--- src/rtl/hilo_muldiv_unit.sv ---
// hilo_muldiv_unit: execute-stage multiply/divide unit with architectural HI/LO registers.
//
// Runs a DATA_WIDTH-iteration shift-add multiply (MULT/MULTU) or restoring divide (DIV/DIVU)
// on the rs/rt values presented with a start pulse, then writes the result into HI/LO.
// Also serves MTHI/MTLO writes while idle. HI/LO are outputs, so MFHI/MFLO read them directly.
//
// Ports:
//   clock            rising-edge clock
//   reset_n          asynchronous active-low reset
//   start            begin an operation (sampled only while idle)
//   op               00 MULT, 01 MULTU, 10 DIV, 11 DIVU (sampled with start)
//   w_data_s1val_32  rs value: multiplicand / dividend / MTHI-MTLO source
//   w_data_s2val_32  rt value: multiplier / divisor
//   mthi, mtlo       write rs into HI / LO (idle and start=0 only)
//   busy             operation in flight (state != IDLE)
//   done             one-cycle pulse when HI/LO hold a new result
//   div_by_zero      pulses with done when a divide had a zero divisor
//   hi, lo           HI and LO registers
module hilo_muldiv_unit #(
    parameter int unsigned DATA_WIDTH = 32
) (
    input  logic                  clock,
    input  logic                  reset_n,
    input  logic                  start,
    input  logic [1:0]            op,
    input  logic [DATA_WIDTH-1:0] w_data_s1val_32,
    input  logic [DATA_WIDTH-1:0] w_data_s2val_32,
    input  logic                  mthi,
    input  logic                  mtlo,
    output logic                  busy,
    output logic                  done,
    output logic                  div_by_zero,
    output logic [DATA_WIDTH-1:0] hi,
    output logic [DATA_WIDTH-1:0] lo
);

    localparam int unsigned W     = DATA_WIDTH;
    localparam int unsigned CNT_W = $clog2(DATA_WIDTH) + 1;

    typedef enum logic [1:0] {StIdle, StRun, StFixup} state_e;

    state_e           state_q, state_d;
    logic [CNT_W-1:0] cnt_q, cnt_d;
    logic [1:0]       op_q, op_d;
    // Multiply: full product accumulator, multiplier shifted out of the low half.
    // Divide: low half holds the dividend shifting out / quotient shifting in.
    logic [2*W-1:0]   acc_q, acc_d;
    logic [W:0]       rem_q, rem_d;
    logic [W-1:0]     opnd_q, opnd_d;      // multiplicand or divisor magnitude
    logic [W-1:0]     raw_a_q, raw_a_d;    // rs as presented, for the divide-by-zero HI value
    logic             neg_res_q, neg_res_d;
    logic             neg_rem_q, neg_rem_d;
    logic             div_zero_q, div_zero_d;
    logic [W-1:0]     hi_q, hi_d;
    logic [W-1:0]     lo_q, lo_d;
    logic             done_q, done_d;
    logic             dbz_pulse_q, dbz_pulse_d;

    // Combinational helpers
    logic             is_signed;
    logic             a_neg, b_neg;
    logic [W-1:0]     mag_a, mag_b;
    logic [W:0]       shifted, diff, sum;
    logic [2*W-1:0]   prod;
    logic [W-1:0]     quo, rem_fix;

    always_comb begin
        state_d     = state_q;
        cnt_d       = cnt_q;
        op_d        = op_q;
        acc_d       = acc_q;
        rem_d       = rem_q;
        opnd_d      = opnd_q;
        raw_a_d     = raw_a_q;
        neg_res_d   = neg_res_q;
        neg_rem_d   = neg_rem_q;
        div_zero_d  = div_zero_q;
        hi_d        = hi_q;
        lo_d        = lo_q;
        done_d      = 1'b0;
        dbz_pulse_d = 1'b0;

        is_signed = ~op[0];
        a_neg     = is_signed & w_data_s1val_32[W-1];
        b_neg     = is_signed & w_data_s2val_32[W-1];
        mag_a     = a_neg ? ('0 - w_data_s1val_32) : w_data_s1val_32;
        mag_b     = b_neg ? ('0 - w_data_s2val_32) : w_data_s2val_32;

        shifted   = {rem_q[W-1:0], acc_q[W-1]};
        diff      = shifted - {1'b0, opnd_q};
        sum       = {1'b0, acc_q[2*W-1:W]} + (acc_q[0] ? {1'b0, opnd_q} : '0);

        prod      = neg_res_q ? ('0 - acc_q) : acc_q;
        quo       = neg_res_q ? ('0 - acc_q[W-1:0]) : acc_q[W-1:0];
        rem_fix   = neg_rem_q ? ('0 - rem_q[W-1:0]) : rem_q[W-1:0];

        case (state_q)
            StIdle: begin
                if (start) begin
                    op_d       = op;
                    cnt_d      = '0;
                    raw_a_d    = w_data_s1val_32;
                    neg_res_d  = a_neg ^ b_neg;
                    neg_rem_d  = a_neg;
                    div_zero_d = op[1] & (w_data_s2val_32 == '0);
                    rem_d      = '0;
                    opnd_d     = op[1] ? mag_b : mag_a;
                    acc_d      = {{W{1'b0}}, (op[1] ? mag_a : mag_b)};
                    state_d    = StRun;
                end else begin
                    if (mthi) hi_d = w_data_s1val_32;
                    if (mtlo) lo_d = w_data_s1val_32;
                end
            end

            StRun: begin
                if (op_q[1]) begin
                    // Restoring step: keep the subtraction only if it did not go negative.
                    if (!diff[W]) begin
                        rem_d = diff;
                        acc_d = {acc_q[2*W-1:W], acc_q[W-2:0], 1'b1};
                    end else begin
                        rem_d = shifted;
                        acc_d = {acc_q[2*W-1:W], acc_q[W-2:0], 1'b0};
                    end
                end else begin
                    // Carry out of the add becomes the new top bit after the shift.
                    acc_d = {sum, acc_q[W-1:1]};
                end
                cnt_d = cnt_q + CNT_W'(1);
                if (cnt_q == CNT_W'(DATA_WIDTH - 1)) begin
                    state_d = StFixup;
                end
            end

            StFixup: begin
                state_d = StIdle;
                cnt_d   = '0;
                done_d  = 1'b1;
                if (op_q[1]) begin
                    if (div_zero_q) begin
                        lo_d        = '1;
                        hi_d        = raw_a_q;
                        dbz_pulse_d = 1'b1;
                    end else begin
                        lo_d = quo;
                        hi_d = rem_fix;
                    end
                end else begin
                    hi_d = prod[2*W-1:W];
                    lo_d = prod[W-1:0];
                end
            end

            default: state_d = StIdle;
        endcase
    end

    always_ff @(posedge clock or negedge reset_n) begin
        if (!reset_n) begin
            state_q     <= StIdle;
            cnt_q       <= '0;
            op_q        <= '0;
            acc_q       <= '0;
            rem_q       <= '0;
            opnd_q      <= '0;
            raw_a_q     <= '0;
            neg_res_q   <= 1'b0;
            neg_rem_q   <= 1'b0;
            div_zero_q  <= 1'b0;
            hi_q        <= '0;
            lo_q        <= '0;
            done_q      <= 1'b0;
            dbz_pulse_q <= 1'b0;
        end else begin
            state_q     <= state_d;
            cnt_q       <= cnt_d;
            op_q        <= op_d;
            acc_q       <= acc_d;
            rem_q       <= rem_d;
            opnd_q      <= opnd_d;
            raw_a_q     <= raw_a_d;
            neg_res_q   <= neg_res_d;
            neg_rem_q   <= neg_rem_d;
            div_zero_q  <= div_zero_d;
            hi_q        <= hi_d;
            lo_q        <= lo_d;
            done_q      <= done_d;
            dbz_pulse_q <= dbz_pulse_d;
        end
    end

    assign busy        = (state_q != StIdle);
    assign done        = done_q;
    assign div_by_zero = dbz_pulse_q;
    assign hi          = hi_q;
    assign lo          = lo_q;

endmodule

--- config.mk ---
export PLATFORM = sky130hd
export DESIGN_NAME = hilo_muldiv_unit
export DESIGN_NICKNAME = d
export VERILOG_FILES = /design/src/rtl/hilo_muldiv_unit.sv
export SDC_FILE = /design/constraint.sdc
export NUM_CORES = 1
export LEC_CHECK = 0
export CAP_MARGIN = 0
export CORE_MARGIN = 5
export CORE_UTILIZATION = 39
export DETAILED_ROUTE_END_ITERATION = 10
export GPL_ROUTABILITY_DRIVEN = 0
export GPL_TIMING_DRIVEN = 0
export HOLD_SLACK_MARGIN = 0.15
export PLACE_DENSITY = 0.67
export SYNTH_ARGS = -nofsm -noshare
export SYNTH_HDL_FRONTEND = slang
export SYNTH_SLANG_ARGS = --single-unit
--- constraint.sdc ---
create_clock -name clock -period 6.1 [get_ports clock]
set_input_delay 1.22 -clock clock [delete_from_list [all_inputs] [get_ports clock]]
set_output_delay 1.22 -clock clock [all_outputs]
set_load 0.02 [all_outputs]
# After elaboration in Yosys (flattened, before gate mapping)
# Index checks and enable logic that the tools add are counted.
dict set report totals {
  ff_bits 239
  inputBits 71
}
dict set report op_classes {
  add_sub_neg 8
  eq_ne 10
  n_mux 35
  bitwise_logic 5
  n_reduce_logical 14
}
# cell count
set ops {}
lappend ops {{$mux W32} 18}
lappend ops {{$mux W64} 3}
lappend ops {{$pmux W32 S2} 3}
lappend ops {{$pmux W64 S2} 1}
lappend ops {{$sub A1 B32 Y32 const A} 4}
lappend ops {{$sub A1 B64 Y64 const A} 1}
lappend ops {{$add A32 B32 Y33} 1}
lappend ops {{$sub A33 B32 Y33} 1}
lappend ops {{$logic_not A32 Y1} 1}
lappend ops {{$pmux W6 S3} 1}
lappend ops {{$ne A2 B2 Y1 const B} 7}
lappend ops {{$reduce_and A3 Y1} 4}
lappend ops {{$reduce_and A2 Y1} 4}
lappend ops {{$add A6 B1 Y6 const B} 1}
lappend ops {{$eq A6 B5 Y1 const B} 1}
lappend ops {{$mux W6} 1}
lappend ops {{$reduce_bool A2 Y1} 3}
lappend ops {{$mux W1} 5}
lappend ops {{$mux W2} 2}
lappend ops {{$pmux W2 S2} 1}
lappend ops {{$and A1 B1 Y1} 3}
lappend ops {{$reduce_bool A3 Y1} 1}
lappend ops {{$eq A2 B1 Y1 const B} 1}
lappend ops {{$eq A2 B2 Y1 const B} 1}
lappend ops {{3 further kinds} 3}

# Longest topological paths before layout
# Gate-level depths: netlist (run 1).
dict set report depth {
  ltp_word 6
  ltp_mapped 14
  mapped_depth_nobuf 13
}

# Least setup slack after synthesis (run 1)
# OpenSTA, ideal clock, no wires.
dict set report synth_path {
  path_kind {input port to flip-flop}
  start {input w_data_s1val_32[2]}
  end {register acc_q[23]}
  arrival_ns 3.301
  t_required_ns 5.963
  path_slack_ns 2.662
  stages 10
  path_cell_list {clkbuf_1 -> or3_1 -> or4_1 -> nor3b_1 -> nor2b_1 -> nor2_1 -> xnor2_1 -> nand2_1 -> a221oi_1 -> a21oi_1}
}
dict set report synth_between {
  elab_chain_cells 5
}
# item line
set synth_lines {}
lappend synth_lines {{start, declared} 26} ;# input logic [DATA_WIDTH-1:0] w_data_s1val_32,
lappend synth_lines {{$sub A1 B32 Y32} 86} ;# mag_a = a_neg ? ('0 - w_data_s1val_32) : w_data_s1val_32;
lappend synth_lines {{$mux W32} 86}
lappend synth_lines {{$mux W32} 108} ;# acc_d = {{W{1'b0}}, (op[1] ? mag_a : mag_b)};
lappend synth_lines {{$mux W64} 99} ;# if (start) begin
lappend synth_lines {{$pmux W64 S2} 97} ;# case (state_q)
lappend synth_lines {{end signal, assigned} 164} ;# acc_q <= '0;
lappend synth_lines {{end signal, assigned} 179} ;# acc_q <= acc_d;
lappend synth_lines {{end, declared} 47} ;# logic [2*W-1:0] acc_q, acc_d;
# No other way between the ends. The select of a mux whose other input is x is not followed.
# A chain may end at the register's enable or synchronous reset.

# Worst setup path in the final report (run 1)
dict set report layout_path {
  start {input w_data_s1val_32[4]}
  end {register acc_q[23]}
}
# Same word-level chain as after synthesis.

==> metrics.csv, run 1 <==
stage;metric;value;unit
outcome;status;complete, no violations;
logic_synthesis;yosys-top-cells-area;dfrtp_1 (33%), nand2_1 (7.1%), o21ai_0 (6.0%);
cells_and_area;n_fill_cell;4502;
worst_setup_path;cp-startpoint;w_data_s1val_32[4];
sta;fmax;233;MHz
worst_setup_path;rr_endpoint;rem_q[19]$_DFFE_PN0P_;
place;dp.final_hpwl;57500;um
place;io_buffers;129;
logic_synthesis;async_reset_ff_frac;1.00;
power_and_ir_drop;p_leak;0.00866;uW
power_and_ir_drop;p_sw;4850;uW
logic_synthesis;yosys.area_share.simple;0.214;
sta;clock_skew;0.0347;ns
sta;slew_headroom;0.370;
drt;drt_iter0_drc;2463;
clock_tree;cts.path.max_buffers;3;
power_and_ir_drop;p_seq_frac;0.287;
cells_and_area;areaGrowthSynthToFinish;16.5;%
floorplanning;die_y;225;um
clock_tree;tritoncts;done;
floorplanning;core_area;45600;um2
logic_synthesis;ys_types;84;
sta;hold_viol_final;0;
floorplanning;die_area;50600;um2
min_path;hp-class;in2async;
worst_setup_path;worst_ep_arrival_time;4.73;ns
power_and_ir_drop;power;10100;uW
flow_run;cap_violations;0;
grt;grt_overflow;0;
sta;worst_pin_slew;0.945;ns
drt;drtAntennaViolNets;0;
power_and_ir_drop;p_sw_frac;0.481;
worst_setup_path;critical_path_class;in2reg;
power_and_ir_drop;max-vdd-ir-drop;264;uV
drt;viasPerCell;6.21;
worst_setup_path;crit_fanout;5;
logic_synthesis;muxShareOfSynthArea;0.0262;
clock_tree;post_cts_buffers;0;
sta;setup_slack;1.80;ns
logic_synthesis;yosysTopAreaCell;dfrtp_1;
logic_synthesis;syn-num-nets;2387;
drt;drc_errors;0;
clock_tree;clk_latency;0.57;ns
sta;grt_setup_unrepaired;no;
sta;setup_viol;0;
floorplanning;die_x;225;um
drt;wl;72600;um
logic_synthesis;ys_ff_latch;238;
floorplanning;initial_core_util;0.395;
clock_tree;cts-hold-fix-buffers;0;
cells_and_area;most-common-layout-cells;nand2_1 (343), dfrtp_1 (238), o21ai_0 (216), nor2_1 (163), a21oi_1 (145);
clock_tree;numCtsBuffers;27;
logic_synthesis;synth_flop_cell;dfrtp_1;
logic_synthesis;synth_cells;2245;
logic_synthesis;ys_warn_count;0;
worst_setup_path;r2r_start;acc_q[31]$_DFFE_PN0P_;
clock_tree;post_cts_resized;0;
grt;antenna_found_initial;2;
worst_setup_path;crit_end;acc_q[23]$_DFFE_PN0P_;
clock_tree;clk_pin_slew;0.06;ns
logic_synthesis;synth_compound_area_frac;0.243;
cells_and_area;multiInputGateArea;11300;um2
cells_and_area;final_common_cell;nand2_1;
grt;grt_first_pass_wirelength;108000;um
cells_and_area;nets;2547;
cells_and_area;num_antenna_cells;0;
worst_setup_path;cp-start-kind;input port;
drt;dr.pass1.iters;10;
logic_synthesis;yosys.area_share.xor_xnor;0.0938;
sta;fin_crit_sh;0.705;
drt;wl_per_cell;24.0;um
clock_tree;htreeDepth;1;
sta;slew_violations;0;
clock_tree;cts.sinks;238;
grt;grt_max_degree;121;
logic_synthesis;syn_area;18000;um2
drt;vias;18800;
logic_synthesis;synth_edf_count;0;
logic_synthesis;seq_area_frac_synth;0.331;
floorplanning;io_pins;138;
worst_setup_path;reg2reg_slack;1.86;ns
sta;layout_min_cycle_time;4.30;ns
cells_and_area;regArea;5960;um2
worst_setup_path;rr_worst_depth;14;
power_and_ir_drop;clkPwrFrac;0.163;
floorplanning;rows;78;
logic_synthesis;synth_area_per_cell;8.02;um2
logic_synthesis;synth_top_family_by_area;compound AO/OA/AOI/OAI gates;
logic_synthesis;synthAdderAreaFrac;0.0501;
grt;grt_usage;0.273;
sta;holdWs;0.417;ns
place;place_ws;1.44;ns
logic_synthesis;synth_top_area_frac;0.331;
power_and_ir_drop;power_density;481;nW/um2
clock_tree;root_buffer;clkbuf_16;
worst_setup_path;critPathRequiredTime;6.53;ns
grt;first_global_vias;17600;
worst_setup_path;crit_path_end_kind;register;
power_and_ir_drop;p_comb_frac;0.550;
cells_and_area;drive_above_1_share;0.0367;
power_and_ir_drop;p_int;5240;uW
[layout make-up]
class	count	share of cell area
inverter	54	0.00966
timing repair buffer	131	0.0644
buffer	144	0.0264
sequential	238	0.284
tap	600	0.0358
multi-input combinational	1809	0.539
clock buffer	37	0.0359
clock inverter	11	0.00548
[worst min path at each step]
stage | endpoint | from | cells past startpoint
3_3_place_gp | raw_a_q[7]$_DFFE_PN0P_ | raw_a_q[7]$_DFFE_PN0P_ | 2
4_1_cts | lo[17]$_DFFE_PN0P_ | reset_n | 1
5_1_grt | lo[17]$_DFFE_PN0P_ | reset_n | 1
2_1_floorplan | raw_a_q[18]$_DFFE_PN0P_ | raw_a_q[18]$_DFFE_PN0P_ | 2
6_report | lo[17]$_DFFE_PN0P_ | reset_n | 1
3_5_place_dp | raw_a_q[8]$_DFFE_PN0P_ | raw_a_q[8]$_DFFE_PN0P_ | 2
[metrics by stage]
stage / instances / instance area [um2] / utilization / TNS (ns)
finish: 3024 / 21000 / 0.460 / 0
global route: 3024 / 21000 / 0.460 / 0
global placement: 2974 / 20100 / 0.440 / -1517.79
detailed placement: 2976 / 20100 / 0.441 / 0
CTS: 3024 / 21000 / 0.460 / 0
floorplan: 2245 / 18000 / - / 0
[metal layers]
metal	global-route usage	vias up	share of wire
li1	-	8429	-
met2	0.397	1246	0.41
met1	0.387	8920	0.41
met3	0.0718	180	0.13
met4	0.107	2	0.049
met5	0.0133	-	0.0012
[worst max-delay path: stages]
cell and delay (ns):
clkdlybuf4s50_1 0.64, or3_1 0.51, or4_1 0.52, nor3b_1 0.41, nor2b_1 0.34, nor2_1 0.10, xnor2_1 0.50, nand2_1 0.11
a221oi_1 0.29, a21oi_1 0.07
[cell usage after synthesis (all sizes together), types with 18 or more instances]
| cell type | instances |
|---|---|
| o21ai | 218 |
| clkbuf | 119 |
| o22ai | 33 |
| mux2i | 46 |
| a31oi | 18 |
| o31ai | 35 |
| xor2 | 96 |
| a21oi | 145 |
| buf | 25 |
| nor3 | 36 |
| dfrtp | 238 |
| nor2 | 163 |
| a211oi | 41 |
| nor4 | 22 |
| a21o | 39 |
| xnor2 | 97 |
| o211ai | 25 |
| nand2b | 20 |
| or4 | 21 |
| inv | 54 |
| nor2b | 22 |
| o41ai | 20 |
| nand3 | 83 |
| or3 | 25 |
| nand2 | 344 |
| ha | 69 |
[state kept, by name (all words and copies together), names as in the netlist]
| name | cells |
|---|---|
| acc_q | 64 |
| hi | 32 |
| lo | 32 |
| opnd_q | 32 |
| raw_a_q | 32 |
| rem_q | 32 |
| cnt_q | 6 |
| state_q | 2 |
| div_by_zero | 1 |
| div_zero_q | 1 |
| done | 1 |
| neg_rem_q | 1 |
| neg_res_q | 1 |
| op_q | 1 |
[power groups by stage]
| stage | Sequential (uW) | Combinational, uW | Clock, uW |
|---|---|---|---|
| after floorplan | 2770 | 3610 | 0 |
| after global placement | 2860 | 5250 | 0 |
| after detailed placement | 2880 | 5380 | 0 |
| after CTS | 2850 | 5400 | 1640 |
| after global routing | 2940 | 6020 | 1700 |
| final | 2900 | 5550 | 1640 |
[cells by family after synthesis]
kind of cell | after synthesis
and+or+nand+nor | 809
AOI/OAI and AO/OA | 689
DFF | 238
buffers and inverters | 198
xor gates and xnor gates | 193
adders and majority gates | 71
muxes | 47
Power figures use the tool's default switching activity.
==> run 2: changes to the inputs <==
PLACE_DENSITY = 0.69   (was 0.67)
clock period = 3.9 ns   (was 6.1 ns; I/O delays follow)
==> run 2 against run 1 <==
Against the previous run: first-iteration DRC count grew 3.5%; largest power group unchanged; sequential power grew 56%; sequential share of layout area shrank 0.22 points; global-route usage shrank 0.27 points; wire length shrank 0.32%; critical endpoint is now hi[16]$_DFFE_PN0P_.
==> metrics.csv, run 2 (synthesized netlist as in run 1, its figures left out) <==
stage;metric;value;unit
outcome;status;complete, no violations;
power_and_ir_drop;p_seq_frac;0.281;
grt;first_global_vias;17500;
worst_setup_path;cp-start-kind;register;
cells_and_area;drive_above_1_share;0.0428;
floorplanning;core_area;45600;um2
power_and_ir_drop;power;16100;uW
power_and_ir_drop;clkPwrFrac;0.174;
clock_tree;htreeDepth;1;
floorplanning;die_x;225;um
clock_tree;numCtsBuffers;27;
sta;fin_crit_sh;0.972;
clock_tree;root_buffer;clkbuf_16;
min_path;hp-class;in2async;
sta;slew_violations;0;
floorplanning;die_area;50600;um2
worst_setup_path;crit_path_end_kind;register;
drt;vias;19000;
floorplanning;die_y;225;um
cells_and_area;nets;2549;
cells_and_area;num_antenna_cells;0;
worst_setup_path;crit_fanout;10;
floorplanning;io_pins;138;
flow_run;cap_violations;0;
place;place_inst;2976;
worst_setup_path;worst-path-buf-inv;3;
worst_setup_path;cpMaxStageDelayCell;dfrtp_2;
worst_setup_path;cpMostUsedCell;inv_1;
drt;viasPerCell;6.28;
grt;grt_overflow;0;
sta;grt_setup_unrepaired;no;
power_and_ir_drop;p_sw_frac;0.476;
power_and_ir_drop;max-vdd-ir-drop;351;uV
sta;hold_viol_final;0;
power_and_ir_drop;p_int;8430;uW
drt;dr_wl_met2;29500;um
drt;routed-wl-met3;9870;um
power_and_ir_drop;power_density;761;nW/um2
power_and_ir_drop;p_sw;7660;uW
drt;wl;72400;um
drt;wl_per_cell;23.9;um
cells_and_area;largest_reg_flops;64;
clock_tree;cts-hold-fix-buffers;0;
cells_and_area;regMostFlops;acc_q;
power_and_ir_drop;p_comb_frac;0.545;
place;dp.final_hpwl;57100;um
drt;drc_errors;0;
sta;slew_headroom;0.368;
worst_setup_path;cp_cell_sequence;inv_1, clkbuf_2, ha_1, inv_1, nor4_2, nand4_1, nand2b_1, nand4b_1, o31ai_1, xor2_1, o21ai_0, o221a_2;
sta;fmax;264;MHz
drt;drtAntennaViolNets;0;
worst_setup_path;worst_ep_arrival_time;4.28;ns
cells_and_area;fin_cells;3028;
worst_setup_path;cpPeakStageDelay;0.50;ns
cells_and_area;final_common_cell;nand2_1;
clock_tree;cts.sinks;238;
drt;highest_layer;met5;
grt;antenna_found_initial;0;
worst_setup_path;path_delay_family;simple AND/OR/NAND/NOR gates;
floorplanning;rows;78;
clock_tree;cts.path.max_buffers;3;
grt;grt_usage;0.270;
drt;dr.pass1.iters;7;
place;io_buffers;129;
clock_tree;clk_pin_slew;0.07;ns
clock_tree;clk_latency;0.57;ns
grt;grt_first_pass_wirelength;107000;um
sta;setup_viol;0;
sta;worst_pin_slew;0.938;ns
drt;drt_iter0_drc;2550;
cells_and_area;most-common-layout-cells;nand2_1 (343), dfrtp_1 (237), o21ai_0 (215), nor2_1 (163), a21oi_1 (144);
clock_tree;tritoncts;done;
grt;grt_max_degree;122;
drt;wl_met1;29000;um
sta;clock_skew;0.0251;ns
worst_setup_path;critical_path_class;reg2reg;
sta;layout_min_cycle_time;3.79;ns
worst_setup_path;critPathRequiredTime;4.39;ns
power_and_ir_drop;p_leak;0.00875;uW
floorplanning;initial_core_util;0.395;
cells_and_area;areaGrowthSynthToFinish;17.4;%
## run 2: changes by cell type in the layout (fill, tap and decap cells not counted), sizes merged
cell / delta
bufinv: +3
clkbuf: +1
inv: -1
buf: +1
## run 2: path summary, 6_finish.rpt
check	startpoint	end	slack, ns	cells past startpoint
hold reg to reg	lo[30]$_DFFE_PN0P_	lo[30]$_DFFE_PN0P_	0.48	2
setup / recovery	acc_q[0]$_DFFE_PN0P_	hi[16]$_DFFE_PN0P_	0.11	12
hold / removal	reset_n	lo[17]$_DFFE_PN0P_	0.26	2
max in group asynchronous	reset_n	rem_q[24]$_DFFE_PN0P_	2.59	3
setup reg to reg	acc_q[0]$_DFFE_PN0P_	hi[16]$_DFFE_PN0P_	0.11	12
min in group clock	lo[30]$_DFFE_PN0P_	lo[30]$_DFFE_PN0P_	0.48	2
## run 2: per-stage QoR
stage	utilization	worst slack, ns	hold WS, ns	area, um2	TNS [ns]
after floorplan	-	0.791	0.445	18000	0
after global placement	0.440	-8.05	0.460	20100	-1912.86
after detailed placement	0.441	-0.357	0.470	20100	-6.47
after CTS	0.463	0.0514	0.285	21100	0
after global routing	0.464	0.0180	0.320	21200	0
final	0.464	0.110	0.264	21200	0
## run 2: metal layers
layer / GRT usage / vias up
met5: 0.0114 / -
met4: 0.119 / 2
met3: 0.0754 / 208
met1: 0.382 / 9071
met2: 0.385 / 1295
li1: - / 8448
## run 2: power groups by stage
stage	sequential (uW)	clock, uW	combinational, uW
after floorplan	4340	0	5650
after global placement	4460	0	8190
after detailed placement	4500	0	8410
after CTS	4460	2790	8480
after global routing	4610	2900	9440
final	4520	2800	8770
## run 2: timing repair
item,in CTS,in global routing
buffers inserted,0,2
gates resized for setup,5,9
setup endpoints to repair,36,39
pin swaps,0,1
## run 2: layout make-up
cell class / instances / area (um2)
clock inverter: 13 / 204
tap: 600 / 751
multi-input combinational: 1809 / 11400
buffer: 144 / 559
clock buffer: 37 / 753
timing repair buffer: 133 / 1370
sequential: 238 / 5960
fill: 4374 / 24400
inverter: 54 / 203
## run 2: worst register-to-register path: stages (launching register included)
cell and delay, ns:
dfrtp_2 0.50, inv_1 0.17, clkbuf_2 0.27, ha_1 0.19
inv_1 0.09, nor4_2 0.42, nand4_1 0.34, nand2b_1 0.26
nand4b_1 0.38, o31ai_1 0.33, xor2_1 0.09, o21ai_0 0.39
o221a_2 0.27
==> run 3: changes to the inputs <==
SETUP_SLACK_MARGIN = 0.4   (was not set)
==> run 3 against run 2 <==
Against the previous run: final cell count increased by 0.36%; first-iteration DRC count increased by 0.82%; cell area up 0.97%; combinational power is 2% higher.
==> metrics.csv, run 3 (synthesized netlist as in run 1, its figures left out) <==
stage;metric;value;unit
outcome;status;complete, no violations;
floorplanning;rows;78;
sta;setup-tns-final;0;ns
place;dp.final_hpwl;57100;um
clock_tree;numCtsBuffers;27;
cells_and_area;utilization;0.469;
place;io_buffers;129;
worst_setup_path;worst_ep_arrival_time;3.91;ns
clock_tree;root_buffer;clkbuf_16;
worst_setup_path;cp_cell_sequence;inv_1, ha_1, fa_1, nor2b_2, o31ai_2, a21oi_1, a21oi_2, o311ai_4, a31oi_2, xor2_2, buf_4, buf_4, a32oi_1, nand2_1;
drt;dr.pass1.iters;8;
cells_and_area;areaGrowthSynthToFinish;18.6;%
grt;grt_max_degree;122;
worst_setup_path;crit_fanout;10;
floorplanning;die_x;225;um
grt;grt_first_pass_wirelength;107000;um
sta;hold_viol_final;0;
floorplanning;die_area;50600;um2
clock_tree;htreeDepth;1;
worst_setup_path;critPathRequiredTime;4.33;ns
grt;grt_usage;0.271;
worst_setup_path;critical_path_class;reg2reg;
floorplanning;initial_core_util;0.395;
drt;wl_per_cell;23.9;um
drt;drt_iter0_drc;2571;
worst_setup_path;crit_path_end_kind;register;
drt;vias;19000;
cells_and_area;regMostFlops;acc_q;
sta;grt_setup_unrepaired;yes;
worst_setup_path;cpMaxStageDelayCell;dfrtp_2;
cells_and_area;largest_reg_flops;64;
floorplanning;io_pins;138;
cells_and_area;final_common_cell;nand2_1;
flow_run;cap_violations;0;
sta;fin_crit_sh;0.892;
sta;slew_headroom;0.387;
drt;drc_errors;0;
drt;wl;72700;um
worst_setup_path;cpPeakStageDelay;0.47;ns
clock_tree;tritoncts;done;
clock_tree;clk_latency;0.57;ns
grt;first_global_vias;17500;
sta;fmax;288;MHz
sta;slew_violations;0;
clock_tree;cts.path.max_buffers;3;
cells_and_area;most-common-layout-cells;nand2_1 (343), dfrtp_1 (236), o21ai_0 (211), nor2_1 (163), a21oi_1 (140);
sta;clock_skew;0.0296;ns
power_and_ir_drop;p_leak;0.00886;uW
grt;antenna_found_initial;0;
floorplanning;die_y;225;um
cells_and_area;drive_above_1_share;0.0570;
sta;setup_viol;0;
worst_setup_path;cpMostUsedCell;buf_4;
min_path;hp-class;in2async;
sta;layout_min_cycle_time;3.48;ns
power_and_ir_drop;power_density;762;nW/um2
clock_tree;cts.sinks;238;
worst_setup_path;cp-start-kind;register;
drt;drtAntennaViolNets;0;
cells_and_area;nets;2560;
clock_tree;clk_pin_slew;0.06;ns
power_and_ir_drop;max-vdd-ir-drop;352;uV
drt;viasPerCell;6.25;
grt;grt_overflow;0;
sta;worst_pin_slew;0.911;ns
cells_and_area;num_antenna_cells;0;
floorplanning;core_area;45600;um2
[run 3: cell count changes in the layout (fill, tap and decap cells not counted), sizes merged]
cell           change
buf               +13
clkbuf             -2
clkdlybuf4s50      -2
dlymetal6s2s       +2
[run 3: per-layer routing]
layer,GRT usage,vias to the layer above,share of wire
met2,0.385,1285,0.41
met1,0.381,9044,0.40
met3,0.0776,219,0.13
met4,0.122,2,0.056
met5,0.0114,-,0.0011
li1,-,8454,-
[run 3: critical path, delay by kind of cell (launching register included)]
family / cells / cell delay [ns]
and+or+nand+nor: 2 / 0.17
DFF: 1 / 0.47
adders and majority gates: 2 / 0.44
buffers and inverters: 3 / 0.52
AOI/OAI and AO/OA: 6 / 1.60
xor gates and xnor gates: 1 / 0.13
[run 3: layout make-up]
type                       instances  area (um2)
clock inverter                    13         204
buffer                           144         573
sequential                       238        5960
timing repair buffer             144        1450
tap                              600         751
fill                            4348       24200
clock buffer                      37         753
multi-input combinational       1809       11500
inverter                          54         205
[run 3: where the power goes]
group          total [uW]  switching, uW  internal, uW
clock                2800           1120          1680
combinational        8950           5450          3500
sequential           4520           1170          3350
total               16300           7740          8530
[run 3: path summary, 6_finish.rpt]
path,startpoint,end,slack (ns),cells after the start
max in group asynchronous,reset_n,opnd_q[18]$_DFFE_PN0P_,2.63,3
worst max register to register,acc_q[31]$_DFFE_PN0P_,rem_q[18]$_DFFE_PN0P_,0.42,14
worst min register to register,lo[30]$_DFFE_PN0P_,lo[30]$_DFFE_PN0P_,0.48,2
worst max-delay path,acc_q[31]$_DFFE_PN0P_,rem_q[18]$_DFFE_PN0P_,0.42,14
min in group clock,lo[30]$_DFFE_PN0P_,lo[30]$_DFFE_PN0P_,0.48,2
worst min-delay path,reset_n,lo[17]$_DFFE_PN0P_,0.23,2
[run 3: through the flow]
stage	area [um2]	hold slack (ns)	power, uW	worst slack (ns)	instances
after floorplan	18000	0.445	9990	0.791	2245
after detailed placement	20100	0.470	12900	-0.357	2976
after global routing	21400	0.320	17100	0.345	3039
final	21400	0.233	16300	0.423	3039
after global placement	20100	0.460	12700	-8.05	2974
after CTS	21200	0.285	15800	0.398	3031
[run 3: timing repair]
item	4_1_cts	5_1_grt
resized for setup	25	27
setup endpoints to repair	60	63
setup buffers	5	8
hold buffers	0	0
pin swaps	2	7
